### config.mk
export PLATFORM = sky130hd
export DESIGN_NAME = pipe_ex_sink_flat
export DESIGN_NICKNAME = d
export VERILOG_FILES = /design/src/rtl/pipe_ex_pkg.sv /design/src/rtl/pipe_ex_sink_if.sv /design/src/rtl/sync_fifo_fwft.sv /design/src/rtl/pipe_ex_sink.sv /design/src/flat_wrapper.sv
export SDC_FILE = /design/constraint.sdc
export NUM_CORES = 1
export LEC_CHECK = 0
export CAP_MARGIN = 20
export CORE_UTILIZATION = 45
export DETAILED_ROUTE_END_ITERATION = 10
export GPL_TIMING_DRIVEN = 1
export PLACE_DENSITY = 0.77
export SKIP_CTS_REPAIR_TIMING = 1
export SLEW_MARGIN = 20
export SYNTH_ARGS = -nofsm -noshare
export SYNTH_HDL_FRONTEND = slang
export SYNTH_SLANG_ARGS = --single-unit
### constraint.sdc
create_clock -name clk -period 2.2 [get_ports clk]
set_clock_uncertainty 0.15 [all_clocks]
set_input_delay 0.44 -clock clk [delete_from_list [all_inputs] [get_ports clk]]
set_output_delay 0.44 -clock clk [all_outputs]
set_load 0.01 [all_outputs]
### src/rtl/pipe_ex_pkg.sv
// Shared constants and helpers for the arithmetic pipeline receive side.
package pipe_ex_pkg;

  // Width of the pipeline result F = ((A+B)+(C-D))*D.
  localparam int RES_W = 10;

  // Width of the saturating dropped-result counter.
  localparam int DROP_W = 8;

  // Saturation value of the dropped-result counter.
  localparam logic [DROP_W-1:0] DROP_MAX = {DROP_W{1'b1}};

  // Index width for a power-of-two FIFO of the given depth. The pointers
  // themselves carry one extra wrap bit on top of this.
  function automatic int ptr_w(input int depth);
    return $clog2(depth);
  endfunction

endpackage

### src/rtl/pipe_ex_sink_if.sv
// Result handshake bundle between the pipeline, this sink and the consumer.
//
// Handshake rules:
//   in_valid/in_data  : pushed by the pipeline, one result per clk while
//                       in_valid=1. There is no backpressure on this side.
//   out_valid/out_ready: a transfer happens on a rising clk edge where both
//                       are 1. out_valid does not depend on out_ready, and
//                       out_data is stable for as long as out_valid=1 and
//                       no transfer has taken place.
interface pipe_ex_sink_if
  import pipe_ex_pkg::*;
#(
  parameter int N = RES_W
);

  logic         in_valid;
  logic [N-1:0] in_data;
  logic         out_valid;
  logic         out_ready;
  logic [N-1:0] out_data;

  // Producer/consumer side: feeds results in, takes results out.
  modport master (
    output in_valid,
    output in_data,
    output out_ready,
    input  out_valid,
    input  out_data
  );

  // Buffer side: accepts results and offers the head entry.
  modport slave (
    input  in_valid,
    input  in_data,
    input  out_ready,
    output out_valid,
    output out_data
  );

endinterface

### src/rtl/sync_fifo_fwft.sv
// Synchronous first-word-fall-through FIFO. The head entry is read
// combinationally from the registered array, so data pushed at edge k is
// visible right after edge k. Pointers carry a wrap bit so full and empty
// are told apart without a separate counter register.
module sync_fifo_fwft
  import pipe_ex_pkg::*;
#(
  parameter  int W     = RES_W,
  parameter  int DEPTH = 4,            // power of two, at least 2
  localparam int AW    = ptr_w(DEPTH)
) (
  input  logic         clk,
  input  logic         rst,
  input  logic         push,
  input  logic         pop,
  input  logic [W-1:0] wdata,
  output logic [W-1:0] rdata,
  output logic [AW:0]  count,
  output logic         full,
  output logic         empty
);

  localparam logic [AW:0] PTR_ONE = {{AW{1'b0}}, 1'b1};

  logic [W-1:0] mem [DEPTH];
  logic [AW:0]  wr_ptr;
  logic [AW:0]  rd_ptr;
  logic         do_push;
  logic         do_pop;

  // A pop never happens on an empty FIFO. A push into a full FIFO is only
  // taken when a pop frees the head slot in the same cycle.
  assign do_pop  = pop & ~empty;
  assign do_push = push & (~full | do_pop);

  // Pointer state: each advances by one on its own operation, wrapping
  // naturally at 2^(AW+1).
  always_ff @(posedge clk) begin
    if (rst) begin
      wr_ptr <= '0;
      rd_ptr <= '0;
    end else begin
      if (do_push) wr_ptr <= wr_ptr + PTR_ONE;
      if (do_pop)  rd_ptr <= rd_ptr + PTR_ONE;
    end
  end

  // Storage write. Contents are left alone by reset; a push coinciding with
  // reset is discarded.
  always_ff @(posedge clk) begin
    if (!rst && do_push) begin
      mem[wr_ptr[AW-1:0]] <= wdata;
    end
  end

  // Status derived from the registered pointers only.
  assign empty = (wr_ptr == rd_ptr);
  assign full  = (wr_ptr[AW-1:0] == rd_ptr[AW-1:0]) &&
                 (wr_ptr[AW] != rd_ptr[AW]);
  assign count = wr_ptr - rd_ptr;

  // Head entry, fall-through from the array on the registered read pointer.
  assign rdata = mem[rd_ptr[AW-1:0]];

endmodule

### src/rtl/pipe_ex_sink.sv
// Receive-side buffer behind the 4-stage arithmetic pipeline. Every valid
// result goes into a FWFT FIFO; results arriving while the FIFO is full and
// not being drained are dropped and counted so the loss is always visible.
module pipe_ex_sink
  import pipe_ex_pkg::*;
#(
  parameter  int N     = RES_W,
  parameter  int DEPTH = 4,
  localparam int AW    = ptr_w(DEPTH)
) (
  input  logic              clk,
  input  logic              rst,
  pipe_ex_sink_if.slave     bus,
  output logic [AW:0]       count,
  output logic              full,
  output logic              empty,
  output logic              overflow,
  output logic [DROP_W-1:0] drop_cnt
);

  logic         pop;
  logic         drop;
  logic [N-1:0] head;

  // The consumer only transfers when an entry is actually offered.
  assign pop = bus.out_valid & bus.out_ready;

  // A result is lost only when there is no room and no simultaneous pop.
  assign drop = bus.in_valid & full & ~pop;

  sync_fifo_fwft #(
    .W     (N),
    .DEPTH (DEPTH)
  ) u_fifo (
    .clk   (clk),
    .rst   (rst),
    .push  (bus.in_valid),
    .pop   (pop),
    .wdata (bus.in_data),
    .rdata (head),
    .count (count),
    .full  (full),
    .empty (empty)
  );

  assign bus.out_valid = ~empty;
  assign bus.out_data  = head;

  // Drop accounting: sticky overflow flag plus a counter that holds at its
  // maximum. Reset wins over a drop in the same cycle.
  always_ff @(posedge clk) begin
    if (rst) begin
      overflow <= 1'b0;
      drop_cnt <= '0;
    end else if (drop) begin
      overflow <= 1'b1;
      if (drop_cnt != DROP_MAX) begin
        drop_cnt <= drop_cnt + {{(DROP_W-1){1'b0}}, 1'b1};
      end
    end
  end

endmodule

### src/flat_wrapper.sv
// flat-port wrapper written by rule: the top's interface ports become plain ports
module pipe_ex_sink_flat import pipe_ex_pkg::*;
#(
  parameter  int N     = RES_W,
  parameter  int DEPTH = 4,
  localparam int AW    = ptr_w(DEPTH)
)
  (clk, rst, count, full, empty, overflow, drop_cnt, bus_in_valid, bus_in_data, bus_out_ready, bus_out_valid, bus_out_data);
  pipe_ex_sink_if #(.N(N)) bus_i ();
  input  logic clk;
  input  logic rst;
  output logic [AW:0] count;
  output logic full;
  output logic empty;
  output logic overflow;
  output logic [DROP_W-1:0] drop_cnt;
  input wire logic [$bits(bus_i.in_valid)-1:0] bus_in_valid;
  input wire logic [$bits(bus_i.in_data)-1:0] bus_in_data;
  input wire logic [$bits(bus_i.out_ready)-1:0] bus_out_ready;
  output wire logic [$bits(bus_i.out_valid)-1:0] bus_out_valid;
  output wire logic [$bits(bus_i.out_data)-1:0] bus_out_data;
  assign bus_i.in_valid = bus_in_valid;
  assign bus_i.in_data = bus_in_data;
  assign bus_i.out_ready = bus_out_ready;
  assign bus_out_valid = bus_i.out_valid;
  assign bus_out_data = bus_i.out_data;
  pipe_ex_sink #(.N(N), .DEPTH(DEPTH)) u_core (.clk(clk), .rst(rst), .bus(bus_i), .count(count), .full(full), .empty(empty), .overflow(overflow), .drop_cnt(drop_cnt));
endmodule
Yosys cells after proc, flatten, opt, wreduce, memory -nomap -nowiden:

Memory sizes are Yosys's and may differ from the RTL's. A register that Yosys moved wholly into a read port is not among the register bits.
Cells that the tools add are included.
Widths: inputs -> output; s select.

* register bits: 15
* RAM bits: 40
* output and inout bits: 25
* memories kept: 1
* input port bits: 14
* word-level logic and storage cells: 30

Memory list
* u_core.u_fifo.mem: depth 4, width 10, read ports 1, clocked after memory_dff 1, write ports 1, line sync_fifo_fwft.sv:25 `logic [W-1:0] mem [DEPTH];`

* equality and inequality tests: 4
* multiplexer cells: 4
* reductions and logical operators: 4
* add/sub/neg operators: 4
* bitwise logic cells: 9

Operator list (number)
* $add 8x1->8 const B: 1
* $ne 8x8->1 const B: 1
* $add 3x1->3 const B: 2
* $and 1x1->1: 5
* $mux 2: 2
* $eq 3x3->1: 1
* $not 1->1: 3
* $sub 3x3->3: 1
* $eq 2x2->1: 1
* $logic_and 1x1->1: 2
* $mux 1: 2
* $reduce_and 2->1: 1
* $logic_not 1->1: 1
* $ne 1x1->1: 1
* $or 1x1->1: 1

Depth between registers and ports, before layout:

Gate-level depths: netlist of run 1.

* word-level depth: 9
* gate-level depth with buffers: 7
* mapped depth without buffers: 6

Hierarchy:

From an unflattened synthesis of run 1, not the netlist that was laid out.

* cells, all modules: 157
* area, all modules: 2401.1 um^2

By module, submodules not included
* sync_fifo_fwft: cells an instance 108, area each 1960.6 um^2, sequential area each 1361.3 um^2, times used 1
* pipe_ex_sink: cells an instance 49, area each 440.4 um^2, sequential area each 180.2 um^2, times used 1

Least setup slack after synthesis of run 1:

OpenSTA, ideal clock, no wires.

* path type: register -> register
* start: reg u_core.u_fifo.wr_ptr[0]
* end: mem u_core.u_fifo.mem[0][0] in the netlist's numbering, enable pin
* setup slack: 0.140 ns
* arrival: 1.622 ns
* required time: 1.763 ns
* path buffers: 0
* library setup time: 0.287 ns
* cell stages (with the launch flop): 7
* period minus slack after synthesis: 2.060 ns
* path through: dfxtp_1 > inv_1 > ha_1 > nand2_1 > o31ai_1 > nor2_1 > and2_1

* word-level cells in the longest chain between the ends: 9
* elaborated cells between the ends (all ways): 12
* those cells by class: 2 x eq/ne; 2 x mux; 6 x bitwise; 2 x reduce/logical

RTL lines
* start, declared: line sync_fifo_fwft.sv:26 `logic [AW:0] wr_ptr;`
* start signal, assigned: line sync_fifo_fwft.sv:43 `if (do_push) wr_ptr <= wr_ptr + PTR_ONE;`
* $eq 3x3->1: line sync_fifo_fwft.sv:57 `assign empty = (wr_ptr == rd_ptr);`
* $not 1->1: line sync_fifo_fwft.sv:33, pipe_ex_sink.sv:46
* $and 1x1->1: line pipe_ex_sink.sv:26 `assign pop = bus.out_valid & bus.out_ready;`
* $and 1x1->1: line sync_fifo_fwft.sv:33 `assign do_pop = pop & ~empty;`
* $or 1x1->1: line sync_fifo_fwft.sv:34 `assign do_push = push & (~full | do_pop);`
* $and 1x1->1: line sync_fifo_fwft.sv:34
* $logic_and 1x1->1: line sync_fifo_fwft.sv:51 `if (!rst && do_push) begin`
* $mux 1: line sync_fifo_fwft.sv:51
* $mux 1 (not written as such): line sync_fifo_fwft.sv:52 `mem[wr_ptr[AW-1:0]] <= wdata;`
* end, declared: line sync_fifo_fwft.sv:25

Several ways; a longest one is shown, not always the timed one.

Worst setup path after layout of run 1:

* start: reg u_core.u_fifo.wr_ptr[0]
* end: out count[1]

* word-level cells in the longest chain between the ends: 1

RTL lines
* $sub 3x3->3: line sync_fifo_fwft.sv:60 `assign count = wr_ptr - rd_ptr;`
* end, declared: line flat_wrapper.sv:12 `output logic [AW:0] count;`

No other way between the ends.

==> impl.org, run 1 <==
** Outcome
- Run status :: completed

** Worst setup path
- Critical Path Fanout Max :: 2
- STA puts the critical path data required time at 1.61 ns.
- Standard cell with the maximum stage delay on the critical path :: fa_2
- CP Class :: flip-flop to primary output
- Depth of the worst register-to-register path :: 7
- Crit-path max cell delay :: 0.52 ns
- Reg-to-reg critical path endpoint :: u_core.drop_cnt[3]
- Data on the critical path arrives at its endpoint at 1.55 ns.
- Startpoint of the worst-slack reg-to-reg timing path :: u_core.u_fifo.rd_ptr[1]
- STA classifies the critical path endpoint as a primary output.
- Critical path buffer and inverter count :: 3
- The worst setup path is launched from a flip-flop.
- Among cell families on the critical path, the largest total delay comes from adder cells.
- Worst path cell trace :: inv_2 -> ha_4 -> fa_2 -> inv_1 -> buf_2
- In this run the register-to-register setup slack is 0.13 ns.

** Job
- Number of maximum-capacitance constraint violations :: 0

** Global route
- Via count of the first global-routing pass :: 1,500
- Entering global routing, the biggest net connects 18 pins.
- Wire length of the first global-routing pass :: 7020 um
- Number of antenna violations at the first check in global routing :: 0
- Global routing used 17.7% of the available tracks.
- After global routing the overflow that remains totals 0.

** Hold path
- The worst hold path was traced through 2 stages.
- Source of the worst hold timing path :: u_core.overflow
- For hold timing, the worst endpoint is u_core.overflow.
- Type of the most critical hold path :: flip-flop to flip-flop

** Synthesis
- Of the post-synthesis cell area, the dominant cell type holds 50.6%.
- Cell count after synthesis :: 156
- Largest area contributor in the synthesized netlist :: edfxtp_1
- The most common cell in the synthesized netlist is edfxtp_1.
- The netlist uses 36 different library cells.
- The commonest cells after synthesis are edfxtp_1, dfxtp_1, nor2_1, mux4_2.
- Asr flop ratio synth :: 0%
- The cell area that synthesis handed to floorplanning was 2370 sq um.
- Yosys printed 0 warnings.
- Net count after synthesis :: 179
- Seq/Total Area, Yosys :: 65.0%
- Top_reg_cell synth :: edfxtp_1
- In this run, synthesis inferred 40 flip-flops with an integrated enable.
- Register bit count reported by yosys :: 57
- Synthesized area divided by synthesized cell count :: 15.2 sq um
- In the post-synthesis netlist, the biggest area contributors are edfxtp_1, dfxtp_1, mux4_2.

** Clock network
- CTS tree :: done
- The clock passes through at most 2 buffers.
- Inserted Clock Buffers :: 9
- Total number of clock tree sinks :: 57
- Clock Root Buffer :: clkbuf_8
- At the later pin of the worst-skew pair, clock insertion delay measures 0.33 ns.
- In this run the number of H-tree levels came out at 3.
- After clock tree synthesis, the clock-pin slew on the worst setup and hold paths is 0.06 ns.

** STA
- Derived from the worst setup path, the maximum achievable clock frequency is 468 MHz.
- Summed over all failing endpoints, the final setup total negative slack is 0 ns.
- Relative slew slack :: 67.8%
- Setup violations remaining at the end of the flow were counted as 0.
- Post-route clock period utilization :: 97.2%
- Max-slew violations :: 0
- For the pin with the worst max-slew slack, the measured transition is 0.477 ns.
- The final-report hold violation count was 0.
- Tmin final :: 2.14 ns

** Power
- Summed over all nets, the switching power comes to 649 uW.
- P_int :: 1.90 mW
- Fraction of power consumed by the clock network :: 30.5%
- In this run, the combinational gates consume 22.0% of the power.
- Net switching share of the total power :: 25.4%
- PD cells :: 813 nW/um^2
- Summed over all cells, the static leakage comes to 1.22 nW.
- Registers are responsible for 47.5% of the overall power.
- VDD sags by at most 0.517 mV.

** Detailed routing
- After detailed routing, the number of remaining DRC violations is 0.
- Detailed Routing Iterations Pass 1 :: 4
- The highest metal layer carrying signal wires in the routed design is met4.
- In the final routing, the length of wire on met1 measures 1900 um.
- Wire segments on met2 add up to 2190 um in the final route.
- Detail-routed via count per cell :: 5.06
- The detailed router finished its first iteration with 108 violations.
- Dividing the detail-routed wire length by the instance count gives 15.2 um.
- Vias :: 1,461
- Total length of routed met3 wires :: 228 um
- The count of nets left with antenna violations once routing finished came out at 0.
- Final WL :: 4400 um

** Floorplanning
- The floorplan step set the die width to 74.6 um.
- Initial core utilization :: 46.4%
- Total I/O pin count :: 39
- Core Area :: 5110 sq um
- Measured along the y axis, the die boundary spans 74.6 um.
- The floorplan step defined a die boundary enclosing 5570 sq um.
- Number of placement rows :: 26

** Final layout
- Once layout is complete, the utilization of the core stands at 61.4%.
- After routing the design area is 3140 sq um.
- Nets :: 237
- The repair_antennas step left the layout with diodes totalling 0.
- Area growth from synthesis to layout :: 32.3%
- In the final layout, the share of cells above drive strength 1 is 23.7%.

** Placement
- Port buffering added 38 buffers.
- Half-perimeter wire length after placement :: 2970 um
- Placed Area :: 2930 sq um
- At the end of routability-driven placement, the weighted congestion stood at 0.755.
-- area by class of cell --
class                      count  area [sq um]
multi-input combinational     85           796
clock inverter                 6          25.0
tap                           70          87.6
sequential                    57          1540
timing repair buffer          53           528
inverter                       8          30.0
clock buffer                  10           128
fill                         423          1970
-- kinds of logic (layout without fill, tap and decap cells) --
group / after synthesis / in the layout / synth area share (%)
DFF: 57 / 57 / 65.0
AOI/OAI and AO/OA: 17 / 17 / 4.43
adders and majority gates: 9 / 9 / 5.06
muxes: 13 / 13 / 10.8
xor gates and xnor gates: 7 / 7 / 2.90
and+or+nand+nor: 39 / 39 / 9.18
buffers and inverters: 14 / 77 / 2.64
-- power by group through the flow --
stage                     clock network [mW]  registers [mW]  logic (mW)
final                                  0.777            1.21       0.562
after global routing                   0.832            1.21       0.613
after CTS                              0.793            1.21       0.590
after detailed placement                   0            1.23       0.587
after global placement                     0            1.23       0.578
after floorplan                            0            1.23       0.281
-- cell usage in the layout (no fill, tap or decap), types with 2 or more instances in the layout --
| cell type | n |
|---|---|
| edfxtp_1 | 40 |
| clkdlybuf4s50_1 | 23 |
| dfxtp_1 | 15 |
| buf_4 | 14 |
| dlymetal6s2s_1 | 13 |
| nor2_1 | 12 |
| mux4_2 | 10 |
| clkbuf_8 | 9 |
| inv_1 | 7 |
| ha_1 | 7 |
| a21oi_1 | 6 |
| o31ai_1 | 5 |
| and2_2 | 5 |
| or4_1 | 4 |
| clkinv_1 | 4 |
| nand2_1 | 3 |
| o21ai_0 | 3 |
| xor2_1 | 3 |
| xnor2_1 | 2 |
| nand3_1 | 2 |
| and4_1 | 2 |
| nor3_1 | 2 |
| nand4_1 | 2 |
| mux2i_1 | 2 |
| clkinv_2 | 2 |
| buf_2 | 2 |
| dfxtp_2 | 2 |
-- routing by layer --
| metal | up-vias | track usage [%] |
|---|---|---|
| met5 | - | 0 |
| li1 | 704 | - |
| met4 | 0 | 8.81 |
| met3 | 9 | 4.74 |
| met1 | 709 | 21.1 |
| met2 | 39 | 29.6 |
-- per-stage QoR --
stage                     setup slack (ns)  power, mW  cells  hold slack, ns
after CTS                           -0.437       2.59    289           0.339
after global routing              -0.00167       2.66    289           0.381
final                               0.0610       2.55    289           0.333
after global placement             -0.0443       1.81    273           0.308
after detailed placement            -0.104       1.82    273           0.313
after floorplan                      0.140       1.51    156           0.355
-- registers in the layout, indices dropped and copies added, names as in the netlist, named ones only --
name	flops
u_core.u_fifo.mem	40
u_core.u_fifo.wr_ptr	3
u_core.u_fifo.rd_ptr	3
u_core.overflow	1
u_core.drop_cnt	8
-- worst max-delay path by stage --
stage | slack [ns] | cells after the start | end | startpoint
floorplan | 0.14 | 6 | u_core.u_fifo.mem[0][0] | u_core.u_fifo.wr_ptr[0]
global placement | -0.04 | 5 | count[2] | u_core.u_fifo.wr_ptr[0]
detailed placement | -0.10 | 4 | u_core.u_fifo.mem[0][1] | bus_out_ready
CTS | -0.44 | 5 | count[2] | u_core.u_fifo.wr_ptr[0]
global route | -0.002 | 8 | u_core.drop_cnt[0] | u_core.u_fifo.rd_ptr[1]
finish | 0.06 | 5 | count[1] | u_core.u_fifo.wr_ptr[0]
-- tightest hold or removal path: cells and delay by family (launching register included) --
kind             cells  cell delay [ns]
flip-flops           1             0.33
AND/OR/NAND/NOR      2             0.12
Power figures use the tool's default switching activity.
==> run 2: changes to the inputs <==
Settings changed: CAP_MARGIN 20 to 40.
==> results of run 2 <==
The final DEF is identical to that of run 1; final timing and power are the same.
